## src/rtl/rx_adder_arbiter_pkg.sv

```systemverilog
// Shared constants for the two-requester adder arbiter: FSM encoding, requester IDs, default width.
package rx_adder_arbiter_pkg;
  localparam int N_DEF = 8;

  localparam logic [1:0] IDLE = 2'd0;
  localparam logic [1:0] CALC = 2'd1;
  localparam logic [1:0] WAIT = 2'd2;

  localparam logic REQ_A = 1'b0;
  localparam logic REQ_B = 1'b1;
endpackage

```

## src/rtl/add.sv

```systemverilog
// Plain N-bit ripple adder with carry in/out.
module add #(
  parameter int N = 8
) (
  input  logic [N-1:0] x,
  input  logic [N-1:0] y,
  input  logic         c_in,
  output logic [N-1:0] s,
  output logic         c_out
);
  assign {c_out, s} = {1'b0, x} + {1'b0, y} + {{N{1'b0}}, c_in};
endmodule

```

## src/rtl/rx_adder_arbiter_rr_pick2.sv

```systemverilog
// Combinational two-way round-robin pick: on a tie the requester that was not served last wins.
module rr_pick2
  import rx_adder_arbiter_pkg::*;
(
  input  logic req_a,
  input  logic req_b,
  input  logic last,
  output logic grant_valid,
  output logic grant_id
);
  always_comb begin
    grant_valid = req_a | req_b;
    if (req_a && req_b) grant_id = ~last;
    else if (req_b)     grant_id = REQ_B;
    else                grant_id = REQ_A;
  end
endmodule

```

## src/rtl/rx_adder_arbiter.sv

```systemverilog
// Shares one adder between requesters A and B over 4-phase req/ack, round-robin arbitration.
// Build option RX_ADDER_ARBITER_SAT_EN: saturate the result to all ones on carry out.
module rx_adder_arbiter
  import rx_adder_arbiter_pkg::*;
#(
  parameter int N = N_DEF
) (
  input  logic         clock,
  input  logic         reset_,
  input  logic         req_a,
  input  logic [N-1:0] x_a,
  input  logic [N-1:0] y_a,
  output logic         ack_a,
  output logic [N-1:0] s_a,
  output logic         ow_a,
  input  logic         req_b,
  input  logic [N-1:0] x_b,
  input  logic [N-1:0] y_b,
  output logic         ack_b,
  output logic [N-1:0] s_b,
  output logic         ow_b,
  output logic         busy
);
  logic [1:0]   state;
  logic         last, grant;
  logic [N-1:0] xr, yr, sum, res;
  logic         carry, gv, gid, req_g;

  rr_pick2 u_pick (
    .req_a       (req_a),
    .req_b       (req_b),
    .last        (last),
    .grant_valid (gv),
    .grant_id    (gid)
  );

  // Operands only ever come from the captured registers, never the ports.
  add #(.N(N)) u_add (
    .x     (xr),
    .y     (yr),
    .c_in  (1'b0),
    .s     (sum),
    .c_out (carry)
  );

`ifdef RX_ADDER_ARBITER_SAT_EN
  assign res = carry ? {N{1'b1}} : sum;
`else
  assign res = sum;
`endif

  assign req_g = (grant == REQ_B) ? req_b : req_a;

  always_ff @(posedge clock or negedge reset_) begin
    if (!reset_) begin
      state <= IDLE;
      last  <= REQ_B;
      grant <= REQ_A;
      xr    <= '0;
      yr    <= '0;
      ack_a <= 1'b0;
      ack_b <= 1'b0;
      s_a   <= '0;
      s_b   <= '0;
      ow_a  <= 1'b0;
      ow_b  <= 1'b0;
      busy  <= 1'b0;
    end else begin
      case (state)
        IDLE: if (gv) begin
          grant <= gid;
          xr    <= (gid == REQ_B) ? x_b : x_a;
          yr    <= (gid == REQ_B) ? y_b : y_a;
          busy  <= 1'b1;
          state <= CALC;
        end
        CALC: begin
          if (grant == REQ_B) begin
            s_b   <= res;
            ow_b  <= carry;
            ack_b <= 1'b1;
          end else begin
            s_a   <= res;
            ow_a  <= carry;
            ack_a <= 1'b1;
          end
          last  <= grant;
          state <= WAIT;
        end
        WAIT: if (!req_g) begin
          ack_a <= 1'b0;
          ack_b <= 1'b0;
          busy  <= 1'b0;
          state <= IDLE;
        end
        default: state <= IDLE;
      endcase
    end
  end
endmodule

```

## config.mk

```make
export PLATFORM = sky130hd
export DESIGN_NAME = rx_adder_arbiter
export DESIGN_NICKNAME = d
export VERILOG_FILES = /design/src/rtl/rx_adder_arbiter_pkg.sv /design/src/rtl/add.sv /design/src/rtl/rx_adder_arbiter_rr_pick2.sv /design/src/rtl/rx_adder_arbiter.sv
export SDC_FILE = /design/constraint.sdc
export NUM_CORES = 1
export LEC_CHECK = 0
export ABC_AREA = 1
export BUFFER_PORTS_ARGS = -buffer_cell sky130_fd_sc_hd__buf_2
export CORE_MARGIN = 2
export CORE_UTILIZATION = 30
export CTS_BUF_LIST = sky130_fd_sc_hd__clkbuf_4
export DETAILED_ROUTE_END_ITERATION = 10
export HOLD_SLACK_MARGIN = 0.06
export PLACE_DENSITY = 0.56
export SLEW_MARGIN = 20
export SYNTH_ARGS = -nofsm -noshare
export SYNTH_HDL_FRONTEND = slang
export SYNTH_HIERARCHICAL = 1
export SYNTH_SLANG_ARGS = --single-unit
```

## constraint.sdc

```tcl
create_clock -name clock -period 1.95 [get_ports clock]
set_input_delay 0.195 -clock clock [delete_from_list [all_inputs] [get_ports clock]]
set_output_delay 0.195 -clock clock [all_outputs]
set_load 0.05 [all_outputs]
```

[Word-level counts from Yosys, hierarchy flattened]
Index checks and enable logic that the tools add are counted.
Word-level totals
  output and inout port bits: 21
  bits in registers: 41
Cells by class
  bitwise logic cells: 3
  $add $sub $neg: 1
  eq/ne operators: 6
  muxes and demuxes: 15
  reductions and logical operators: 11
Operator list (number)
  $mux 8: 2
  $add 8x8->9: 1
  $reduce_and 3->1: 3
  $ne 2x2->1 const B: 4
  $reduce_and 2->1: 4
  $mux 1: 7
  $pmux 1 s2: 3
  $pmux 2 s3: 1
  $mux 2: 2
  $reduce_bool 2->1: 2
  $eq 2x1->1 const B: 1
  $eq 2x2->1 const B: 1
  $logic_not 2->1: 1
  $not 1->1: 2
  $logic_and 1x1->1: 1
  $or 1x1->1: 1

[Depth between registers and ports, before layout]
Gate-level depths: netlist of the first run.
  word-level depth: 3
  mapped depth: 10
  gate-level depth less buffers: 10

[Cells and area by module]
Netlist of the first run, hierarchy kept.
By module, submodules not included
  rx_adder_arbiter: times used 1, cells each 225, area each 1818.0 um^2
  add: times used 1, cells each 59, area each 384.1 um^2
  rr_pick2: times used 1, cells each 3, area each 15.0 um^2

[Worst setup path after synthesis of the first run]
OpenSTA, ideal clock, no wires.
  path kind: reg2reg
  from: register yr[0]
  to: register ow_a
  arrival time: 1738 ps
  setup time: 127 ps
  slack: 85 ps
  period minus slack after synthesis: 1865 ps
  buffers on the path: 0
  cell stages (with the launch flop): 11
  cell sequence: dfrtp_1 fa_1 fa_1 nand2_1 nand2_1 nand3b_4 nand2_1 nand2_1 nand2_1 inv_1 o21ai_0
On the way
  word-level cells in the longest chain between the ends: 1
RTL lines
  from (decl): line rx_adder_arbiter.sv:26  | logic [N-1:0] xr, yr, sum, res;
  from (signal assigned): line rx_adder_arbiter.sv:73  | yr <= (gid == REQ_B) ? y_b : y_a;
  $add 8x8->9: line add.sv:11  | assign {c_out, s} = {1'b0, x} + {1'b0, y} + {{N{1'b0}}, c_in};
  via carry: line rx_adder_arbiter.sv:27  | logic carry, gv, gid, req_g;
  to (signal assigned): line rx_adder_arbiter.sv:84  | ow_a <= carry;
  to (decl): line rx_adder_arbiter.sv:15  | output logic ow_a,
The timed path passes the listed nets, and every way through them passes these cells.
A chain may end at the register's enable or synchronous reset.

[Worst setup path in the final report of the first run]
  from: register xr[0]
  to: register ow_b
On the way
  word-level cells in the longest chain between the ends: 1
RTL lines
  from (decl): line rx_adder_arbiter.sv:26
  from (signal assigned): line rx_adder_arbiter.sv:72  | xr <= (gid == REQ_B) ? x_b : x_a;
  $add 8x8->9: line add.sv:11
  via carry: line rx_adder_arbiter.sv:27
  to (signal assigned): line rx_adder_arbiter.sv:80  | ow_b <= carry;
  to (decl): line rx_adder_arbiter.sv:21  | output logic ow_b,
The timed path passes the listed nets, and every way through them passes these cells.

==> flow_metrics.py, run 1 <==
metrics = {
    "outcome": {
        "status": "complete, no violations",
    },
    "grt": {
        "antenna_found_initial": 0,
        "track_usage_pct": 11.4,
        "grt_pass1_vias": 1723,
        "grt_pass1_wl_mm": 7.63,
        "grt_max_degree": 21,
        "overflow": 0,
    },
    "critical_path": {
        "crit_fanout": 2,
        "worstPathArrival_ns": 2.02,
        "worstPathCellList": "fa_2, fa_2, nand2_1, nand2_2, nand3b_4, nand2_1, nand2_1, nand2_1, inv_1, o21ai_1",
        "cp_data_required_time_ns": 2.17,
        "end_kind": "register",
        "crit_path_max_incr_delay_ns": 0.42,
        "crit_path_frequent_cell": "nand2_1",
        "start_kind": "register",
        "crit_slowest_cell": "dfrtp_1",
        "path_class": "register to register",
    },
    "place": {
        "post-dp-hpwl_mm": 3.33,
        "dp.cells": 438,
        "gp_congestion": 0.778,
        "port_buffers": 56,
    },
    "sta": {
        "hold_violations": 0,
        "skew_ns": 0.00813,
        "setup_viol": 0,
        "worst_pin_slew_ns": 0.600,
        "period_minus_slack_ns": 1.81,
        "post-route-period-util_pct": 92.6,
        "drv_slew": 0,
        "max_freq_mhz": 554,
        "max_slew_margin_pct": 59.9,
        "tns_ns": 0,
    },
    "synthesis": {
        "synthTopCellsByCount": "nand2_1, dfrtp_1, inv_1",
        "syn_avg_cell_area_sq_um": 7.73,
        "synth_edf_count": 0,
        "syn_inst": 287,
        "yosysWarnings": 6,
        "synth.distinct_cells": 28,
        "synthArstFlopShare_pct": 100,
        "yosysTopAreaCell": "dfrtp_1",
        "ys_seq_area_share_pct": 46.3,
        "synth_area_leaders": "dfrtp_1, nand2_1, inv_1",
        "syn_nets": 332,
        "synthMostInstantiatedCell": "nand2_1",
        "syn_area_sq_mm": 0.00222,
        "synth-main-ff-cell": "dfrtp_1",
        "ys_seq_elements": 41,
        "synth.top_cell.area_share_pct": 45.1,
    },
    "clock_network": {
        "insertion_delay_ns": 0.35,
        "htree_num_levels": 2,
        "clk_pin_slew_worst_paths_ns": 0.11,
        "cts.sinks": 41,
        "cts_buffer_depth": 2,
        "cts_tree": "built",
        "cts_buffers": 5,
        "clockRootBuffer": "clkbuf_4",
    },
    "die": {
        "die_area_sq_mm": 0.00809,
        "dieWidth_um": 90.0,
        "fp.dieH_um": 90.0,
        "rows": 31,
        "start_util_pct": 30.7,
        "ioPinCount": 57,
        "core_sq_mm": 0.00721,
    },
    "detailed_routing": {
        "wl_per_cell_um": 9.57,
        "totalWireLength_mm": 4.30,
        "dr.max_layer_used": "met4",
        "dr_wl_met2_mm": 1.84,
        "ant_nets": 0,
        "dr_wl_met3_um": 215,
        "route.detailed.drc": 0,
        "drtIter0Drc": 52,
        "via_per_inst": 4.08,
        "first_pass_iters": 4,
        "drt-met1-wl_mm": 2.17,
        "via_count": 1832,
    },
    "layout": {
        "layout-drive-gt1-share_pct": 25.4,
        "nFillCells": 808,
        "antenna_cells": 0,
        "finish.utilization_pct": 36.7,
        "area_delta_synth_final_pct": 19.6,
        "nets": 394,
        "final_cell_count_no_fill": 449,
    },
    "power": {
        "ir_worst_vdd_uv": 332,
        "cellLeakagePower_nw": 1.57,
        "powerDensity_mw_per_mm2": 1820,
    },
    "hold_path": {
        "min_path_type": "input port to register",
    },
    "flow_run": {
        "max_cap_viol_count": 0,
    },
}
-- layer usage --
| layer | GRT usage, % | vias up |
|---|---|---|
| met1 | 15.3 | 790 |
| li1 | - | 991 |
| met5 | 0 | - |
| met4 | 4.23 | 0 |
| met3 | 2.68 | 6 |
| met2 | 17.9 | 45 |
-- report_power, final --
part	switching, mW	leakage [nW]	internal, mW
clock	0.260	0.0300	0.130
sequential	0.239	0.508	1.26
combinational	1.99	1.03	0.939
total	2.49	1.57	2.33
-- cell type report --
class | count | area (sq um) | share of cell area, %
clock buffers | 5 | 37.5 | 1.42
clock inverters | 3 | 12.5 | 0.472
multi-input cells | 209 | 1000 | 37.8
flip-flops and latches | 41 | 1030 | 38.7
inverters | 28 | 105 | 3.96
repair buffers | 64 | 343 | 12.9
well taps | 99 | 124 | 4.67
-- worst max-delay path, delay by kind of cell (launching register included) --
kind            cells  cell delay (ns)
simple gates        6             0.40
buf+inv             1             0.06
compound gates      1             0.06
flops               1             0.42
fa+ha+maj           2             0.73
-- state kept, by name, indices dropped and copies added (netlist names) --
signal  count
yr          8
ow_a        1
busy        1
grant       1
ack_b       1
ow_b        1
s_b         8
xr          8
last        1
state       2
ack_a       1
s_a         8
-- final timing paths --
| path | depth (start not counted) | end | start | slack, ns |
|---|---|---|---|---|
| worst max-delay path | 10 | ow_b | xr[0] | 0.14 |
| worst min-delay path | 5 | xr[6] | x_a[6] | 0.14 |
| worst max register to register | 10 | ow_b | xr[0] | 0.14 |
| worst min register to register | 2 | last | last | 0.48 |
| max in group asynchronous | 3 | xr[7] | reset_ | 1.15 |
| min in group asynchronous | 2 | state[1] | reset_ | 0.29 |
-- through the flow --
stage	hold slack (ns)	instance area, sq um	worst slack (ns)	power (mW)
2_1_floorplan	-0.101	2220	0.0847	3.90
3_3_place_gp	0.144	2570	0.0219	4.40
3_5_place_dp	0.147	2570	-0.0168	4.44
4_1_cts	0.116	2640	0.0214	4.85
5_1_grt	0.133	2650	-0.00782	5.33
6_report	0.136	2650	0.145	4.82
-- repair_timing --
item | in CTS | in global routing
hold buffers | 1 | 0
hold endpoints to repair | 16 | 0
pin swaps | 0 | 1
gates resized for setup | 1 | 2
buffers inserted | 1 | 1
endpoints found under the setup margin | 4 | 6
-- cells in the final DEF, fill, tap and decap left out, types with 4 or more instances in the layout --
| master | count |
|---|---|
| nand2_1 | 151 |
| buf_2 | 56 |
| dfrtp_1 | 40 |
| inv_1 | 24 |
| o21ai_0 | 13 |
| buf_4 | 7 |
| ha_1 | 7 |
| nand2_2 | 6 |
| o21ai_1 | 6 |
| a21oi_1 | 5 |
| clkbuf_4 | 5 |
| inv_2 | 4 |
-- kinds of logic (layout without fill, tap and decap cells) --
| family | count (synthesis) | after routing | share of synthesized area (%) |
|---|---|---|---|
| AO/OA/AOI/OAI | 24 | 24 | 5.42 |
| XOR/XNOR | 3 | 3 | 1.19 |
| adder cells (fa/ha/maj) | 9 | 9 | 5.76 |
| buffers and inverters | 37 | 100 | 8.80 |
| flip-flops | 41 | 41 | 46.3 |
| other | 1 | 1 | 0.169 |
| AND/OR/NAND/NOR | 172 | 172 | 32.3 |
Power figures use the tool's default switching activity.
==> run 2, diff against run 1 <==
--- a/config.mk
+++ b/config.mk
@@ -7,7 +7,7 @@
 export LEC_CHECK = 0
 export ABC_AREA = 1
 export BUFFER_PORTS_ARGS = -buffer_cell sky130_fd_sc_hd__buf_2
-export CORE_MARGIN = 2
+export CORE_MARGIN = 1
 export CORE_UTILIZATION = 30
 export CTS_BUF_LIST = sky130_fd_sc_hd__clkbuf_4
 export DETAILED_ROUTE_END_ITERATION = 10
==> flow_metrics.py, run 2 (synthesis gave the netlist of run 1 again) <==
metrics = {
    "outcome": {
        "status": "complete, no violations",
    },
    "sta": {
        "whs_ns": 0.136,
        "worst_pin_slew_ns": 0.631,
        "max_slew_margin_pct": 57.8,
        "tns_ns": 0,
        "post-route-period-util_pct": 92.7,
        "hold_violations": 0,
        "period_minus_slack_ns": 1.81,
        "max_freq_mhz": 553,
        "drv_slew": 0,
        "setup_viol": 0,
        "skew_ns": 0.00786,
        "rsz0062_at_grt": "no",
    },
    "clock_network": {
        "clk_pin_slew_worst_paths_ns": 0.11,
        "cts_tree": "built",
        "htree_num_levels": 2,
        "clockRootBuffer": "clkbuf_4",
        "cts.sinks": 41,
        "cts_setup_buffers": 0,
        "cts_buffer_depth": 2,
        "cts_buffers": 5,
        "insertion_delay_ns": 0.35,
    },
    "critical_path": {
        "crit_fanout": 2,
        "path_class": "register to register",
        "worstPathArrival_ns": 2.02,
        "reg2reg_to": "ow_b",
        "cp_data_required_time_ns": 2.17,
        "end_kind": "register",
        "start_kind": "register",
        "r2r_start": "xr[0]",
        "r2r_slack_ns": 0.14,
        "reg2regPathDepth": 10,
    },
    "power": {
        "p_total_mw": 4.95,
        "p_comb_share_pct": 59.0,
        "ir_worst_vdd_uv": 461,
        "netSwitchingPower_mw": 2.50,
        "p_sw_share_pct": 50.5,
        "clkPwrFrac_pct": 10.8,
        "powerDensity_mw_per_mm2": 1860,
        "share_seq_of_total_power_pct": 30.2,
        "cellLeakagePower_nw": 1.57,
        "p_int_mw": 2.45,
    },
    "die": {
        "ioPinCount": 57,
        "core_sq_mm": 0.00698,
        "die_area_sq_mm": 0.00774,
        "rows": 30,
        "start_util_pct": 31.8,
        "dieWidth_um": 88.0,
        "fp.dieH_um": 88.0,
    },
    "detailed_routing": {
        "drtIter0Drc": 44,
        "totalWireLength_mm": 4.25,
        "via_per_inst": 4.14,
        "via_count": 1837,
        "route.detailed.drc": 0,
        "first_pass_iters": 4,
        "ant_nets": 0,
        "wl_per_cell_um": 9.58,
    },
    "grt": {
        "grt_max_degree": 21,
        "track_usage_pct": 12.7,
        "antenna_found_initial": 0,
        "grt_pass1_wl_mm": 7.62,
        "grt_pass1_vias": 1718,
        "overflow": 0,
    },
    "hold_path": {
        "min_from": "y_a[1]",
        "hold_depth": 5,
        "min_path_type": "input port to register",
        "min_to": "yr[1]",
    },
    "place": {
        "post-dp-hpwl_mm": 3.37,
        "port_buffers": 56,
        "gp_congestion": 0.782,
        "dp.cells": 435,
        "placed_cell_area_sq_mm": 0.00256,
    },
    "layout": {
        "nets": 392,
        "final_cell_mix": "nand2_1, buf_2, dfrtp_1, inv_1, o21ai_0",
        "antenna_cells": 0,
        "layout-drive-gt1-share_pct": 26.1,
        "final_common_cell": "nand2_1",
        "final_cell_count_no_fill": 444,
        "area_delta_synth_final_pct": 20.3,
        "final_area_sq_mm": 0.00267,
    },
    "flow_run": {
        "max_cap_viol_count": 0,
    },
}
[run 2: cell types whose count changed in the layout (fill, tap and decap cells not counted), sizes merged]
cell and change:
bufinv +1, buf -2, clkinvlp +1, clkinv -2
[run 2: area by class of cell]
type | count | area, sq um
clock buffers | 5 | 37.5
clock inverters | 3 | 41.3
multi-input cells | 209 | 1010
flip-flops and latches | 41 | 1030
fillers | 789 | 4320
well taps | 96 | 120
inverters | 28 | 105
repair buffers | 62 | 328
[run 2: metal layers]
layer	vias to the layer above	wire length [um]	global-route usage (%)
met5	-	0	0
li1	987	-	-
met4	0	73	4.92
met2	45	1780	20.6
met3	7	197	3.30
met1	798	2210	16.2
[run 2: power by group through the flow]
stage                     logic (mW)  registers (mW)  clock network (mW)
final                           2.92            1.49               0.536
after global routing            3.33            1.56               0.589
after CTS                       2.93            1.50               0.559
after detailed placement        2.93            1.52                   0
after global placement          2.90            1.51                   0
after floorplan                 1.70            2.20                   0
[run 2: worst max-delay path by stage]
stage               startpoint  endpoint  slack, ns  cells after the start
floorplan                yr[0]      ow_a       0.08                     10
global placement         yr[0]    s_b[6]       0.02                     10
detailed placement       yr[0]      ow_b      -0.03                     10
CTS                      yr[0]      ow_b      0.005                     10
global route             xr[0]    s_b[6]      0.005                     10
finish                   xr[0]      ow_b       0.14                     10
[run 2: stage by stage]
stage | util, % | setup WS (ns)
global placement | 36.7 | 0.0230
global route | 38.2 | 0.00454
CTS | 38.0 | 0.00451
floorplan | - | 0.0847
finish | 38.2 | 0.143
detailed placement | 36.7 | -0.0328
[run 2: repair_timing]
action	4_1_cts	5_1_grt
cloned	0	0
resized for setup	1	5
endpoints found under the setup margin	4	6
pin swaps	0	4
hold buffers	1	0
hold endpoints to repair	18	0
[run 2: worst max-delay path: stages (launching register included)]
cell and delay (ns):
dfrtp_1 0.42, fa_2 0.39, fa_2 0.38, nand2_2 0.07, nand2_2 0.07, nand3b_4 0.08
nand2_2 0.05, nand2_1 0.06, nand2_1 0.04, inv_1 0.06, o21ai_1 0.07
==> run 3, diff against run 2 <==
--- a/config.mk
+++ b/config.mk
@@ -12,7 +12,7 @@
 export CTS_BUF_LIST = sky130_fd_sc_hd__clkbuf_4
 export DETAILED_ROUTE_END_ITERATION = 10
 export HOLD_SLACK_MARGIN = 0.06
-export PLACE_DENSITY = 0.56
+export PLACE_DENSITY_LB_ADDON = 0.3
 export SLEW_MARGIN = 20
 export SYNTH_ARGS = -nofsm -noshare
 export SYNTH_HDL_FRONTEND = slang
==> flow_metrics.py, run 3 (synthesis gave the netlist of run 1 again) <==
metrics = {
    "detailed_routing": {
        "drtIter0Drc": 71,
        "via_per_inst": 4.12,
        "via_count": 1833,
        "route.detailed.drc": 0,
        "totalWireLength_mm": 4.35,
        "wl_per_cell_um": 9.78,
        "first_pass_iters": 4,
        "ant_nets": 0,
    },
    "grt": {
        "grt_pass1_wl_mm": 7.49,
        "antenna_found_initial": 0,
        "grt_max_degree": 21,
        "track_usage_pct": 12.6,
        "grt_pass1_vias": 1677,
        "overflow": 0,
    },
    "critical_path": {
        "crit_path_max_incr_delay_ns": 0.42,
        "reg2reg_to": "ow_b",
        "cp_data_required_time_ns": 2.15,
        "crit_fanout": 2,
        "r2r_slack_ns": 0.14,
        "start_kind": "register",
        "reg2regPathDepth": 10,
        "worstPathArrival_ns": 2.02,
        "crit_slowest_cell": "dfrtp_1",
        "r2r_start": "xr[0]",
        "worst-path-buf-inv": 1,
        "end_kind": "register",
        "path_class": "register to register",
        "worstPathCellList": "fa_2, fa_2, nand2_1, nand2_1, nand3b_4, nand2_1, nand2_1, nand2_1, inv_1, o21ai_1",
        "critPathTopFamily": "adder cells",
        "crit_path_frequent_cell": "nand2_1",
        "critPathLaunch": "xr[0]",
    },
    "die": {
        "dieWidth_um": 88.0,
        "ioPinCount": 57,
        "fp.dieH_um": 88.0,
        "die_area_sq_mm": 0.00774,
        "core_sq_mm": 0.00698,
        "start_util_pct": 31.8,
        "rows": 30,
    },
    "power": {
        "cellLeakagePower_nw": 1.57,
        "powerDensity_mw_per_mm2": 1820,
        "ir_worst_vdd_uv": 419,
    },
    "sta": {
        "post-route-period-util_pct": 92.9,
        "setup_viol": 0,
        "rsz0062_at_grt": "no",
        "skew_ns": 0.0111,
        "hold_violations": 0,
        "worst_slack_ns": 0.138,
        "max_freq_mhz": 552,
        "drv_slew": 0,
        "worst_pin_slew_ns": 0.667,
        "max_slew_margin_pct": 55.4,
        "period_minus_slack_ns": 1.81,
    },
    "layout": {
        "final_cell_count_no_fill": 445,
        "final_cell_mix": "nand2_1, buf_2, dfrtp_1, inv_1, o21ai_0",
        "antenna_cells": 0,
        "layout-drive-gt1-share_pct": 24.9,
        "nets": 393,
        "area_delta_synth_final_pct": 19.0,
        "final_common_cell": "nand2_1",
        "finish.utilization_pct": 37.8,
        "nFillCells": 781,
    },
    "place": {
        "gp_congestion": 0.763,
        "place_ws_ns": -0.00980,
        "port_buffers": 56,
        "dp.cells": 435,
        "post-dp-hpwl_mm": 3.42,
    },
    "hold_path": {
        "min_from": "y_a[5]",
        "min_to": "yr[5]",
        "min_path_type": "input port to register",
        "hold_depth": 5,
    },
    "clock_network": {
        "insertion_delay_ns": 0.34,
        "htree_num_levels": 2,
        "cts_tree": "built",
        "clk_pin_slew_worst_paths_ns": 0.11,
        "cts_buffers": 5,
        "cts_buffer_depth": 2,
        "cts.sinks": 41,
        "clockRootBuffer": "clkbuf_4",
    },
    "flow_run": {
        "max_cap_viol_count": 0,
    },
    "outcome": {
        "status": "complete, no violations",
    },
}
==> run 3: layout make-up <==
cell class              instances  area (sq um)  area share, %
flip-flops and latches         41          1030           38.9
clock inverters                 3          12.5          0.474
repair buffers                 63           335           12.7
inverters                      28           105           3.98
multi-input cells             209          1000           37.9
well taps                      96           120           4.55
clock buffers                   5          37.5           1.42
==> run 3: where the power goes <==
group / switching [mW] / internal [mW]
Combinational: 1.99 / 0.928
Clock: 0.257 / 0.131
Sequential: 0.242 / 1.26
==> run 3: how the worst max path moves through the flow <==
stage,endpoint,cells after the start
2_1_floorplan,ow_a,10
3_3_place_gp,ow_b,10
3_5_place_dp,ow_b,10
4_1_cts,ow_b,10
5_1_grt,ow_a,10
6_report,ow_b,10
==> run 3: worst min-delay path, delay by kind of cell <==
family,cells,cell delay [ns]
buffers and inverters,1,0.07
and+or+nand+nor,4,0.18
==> run 3: routing by layer <==
metal / vias to the layer above / GRT usage [%] / share of wire (%)
met5: - / 0 / 0
met4: 0 / 4.47 / 1.4
met3: 5 / 3.20 / 5.0
met2: 52 / 21.0 / 43
met1: 790 / 15.8 / 50
li1: 986 / - / -
==> run 3: per-stage QoR <==
| stage | power, mW | hold WS (ns) | TNS, ns | cell area, sq um |
|---|---|---|---|---|
| finish | 4.81 | 0.144 | 0 | 2640 |
| global route | 5.30 | 0.138 | 0 | 2640 |
| CTS | 4.88 | 0.130 | 0 | 2640 |
| detailed placement | 4.45 | 0.164 | -0.00980 | 2560 |
| global placement | 4.40 | 0.158 | 0 | 2560 |
| floorplan | 3.90 | -0.101 | 0 | 2220 |
==> run 3: timing repair <==
action,in CTS,in global routing
resized for setup,1,1
hold buffers,1,0
endpoints found under the hold margin,17,0
endpoints found under the setup margin,4,6
pin swaps,0,1
setup buffers,1,0
cloned,0,0
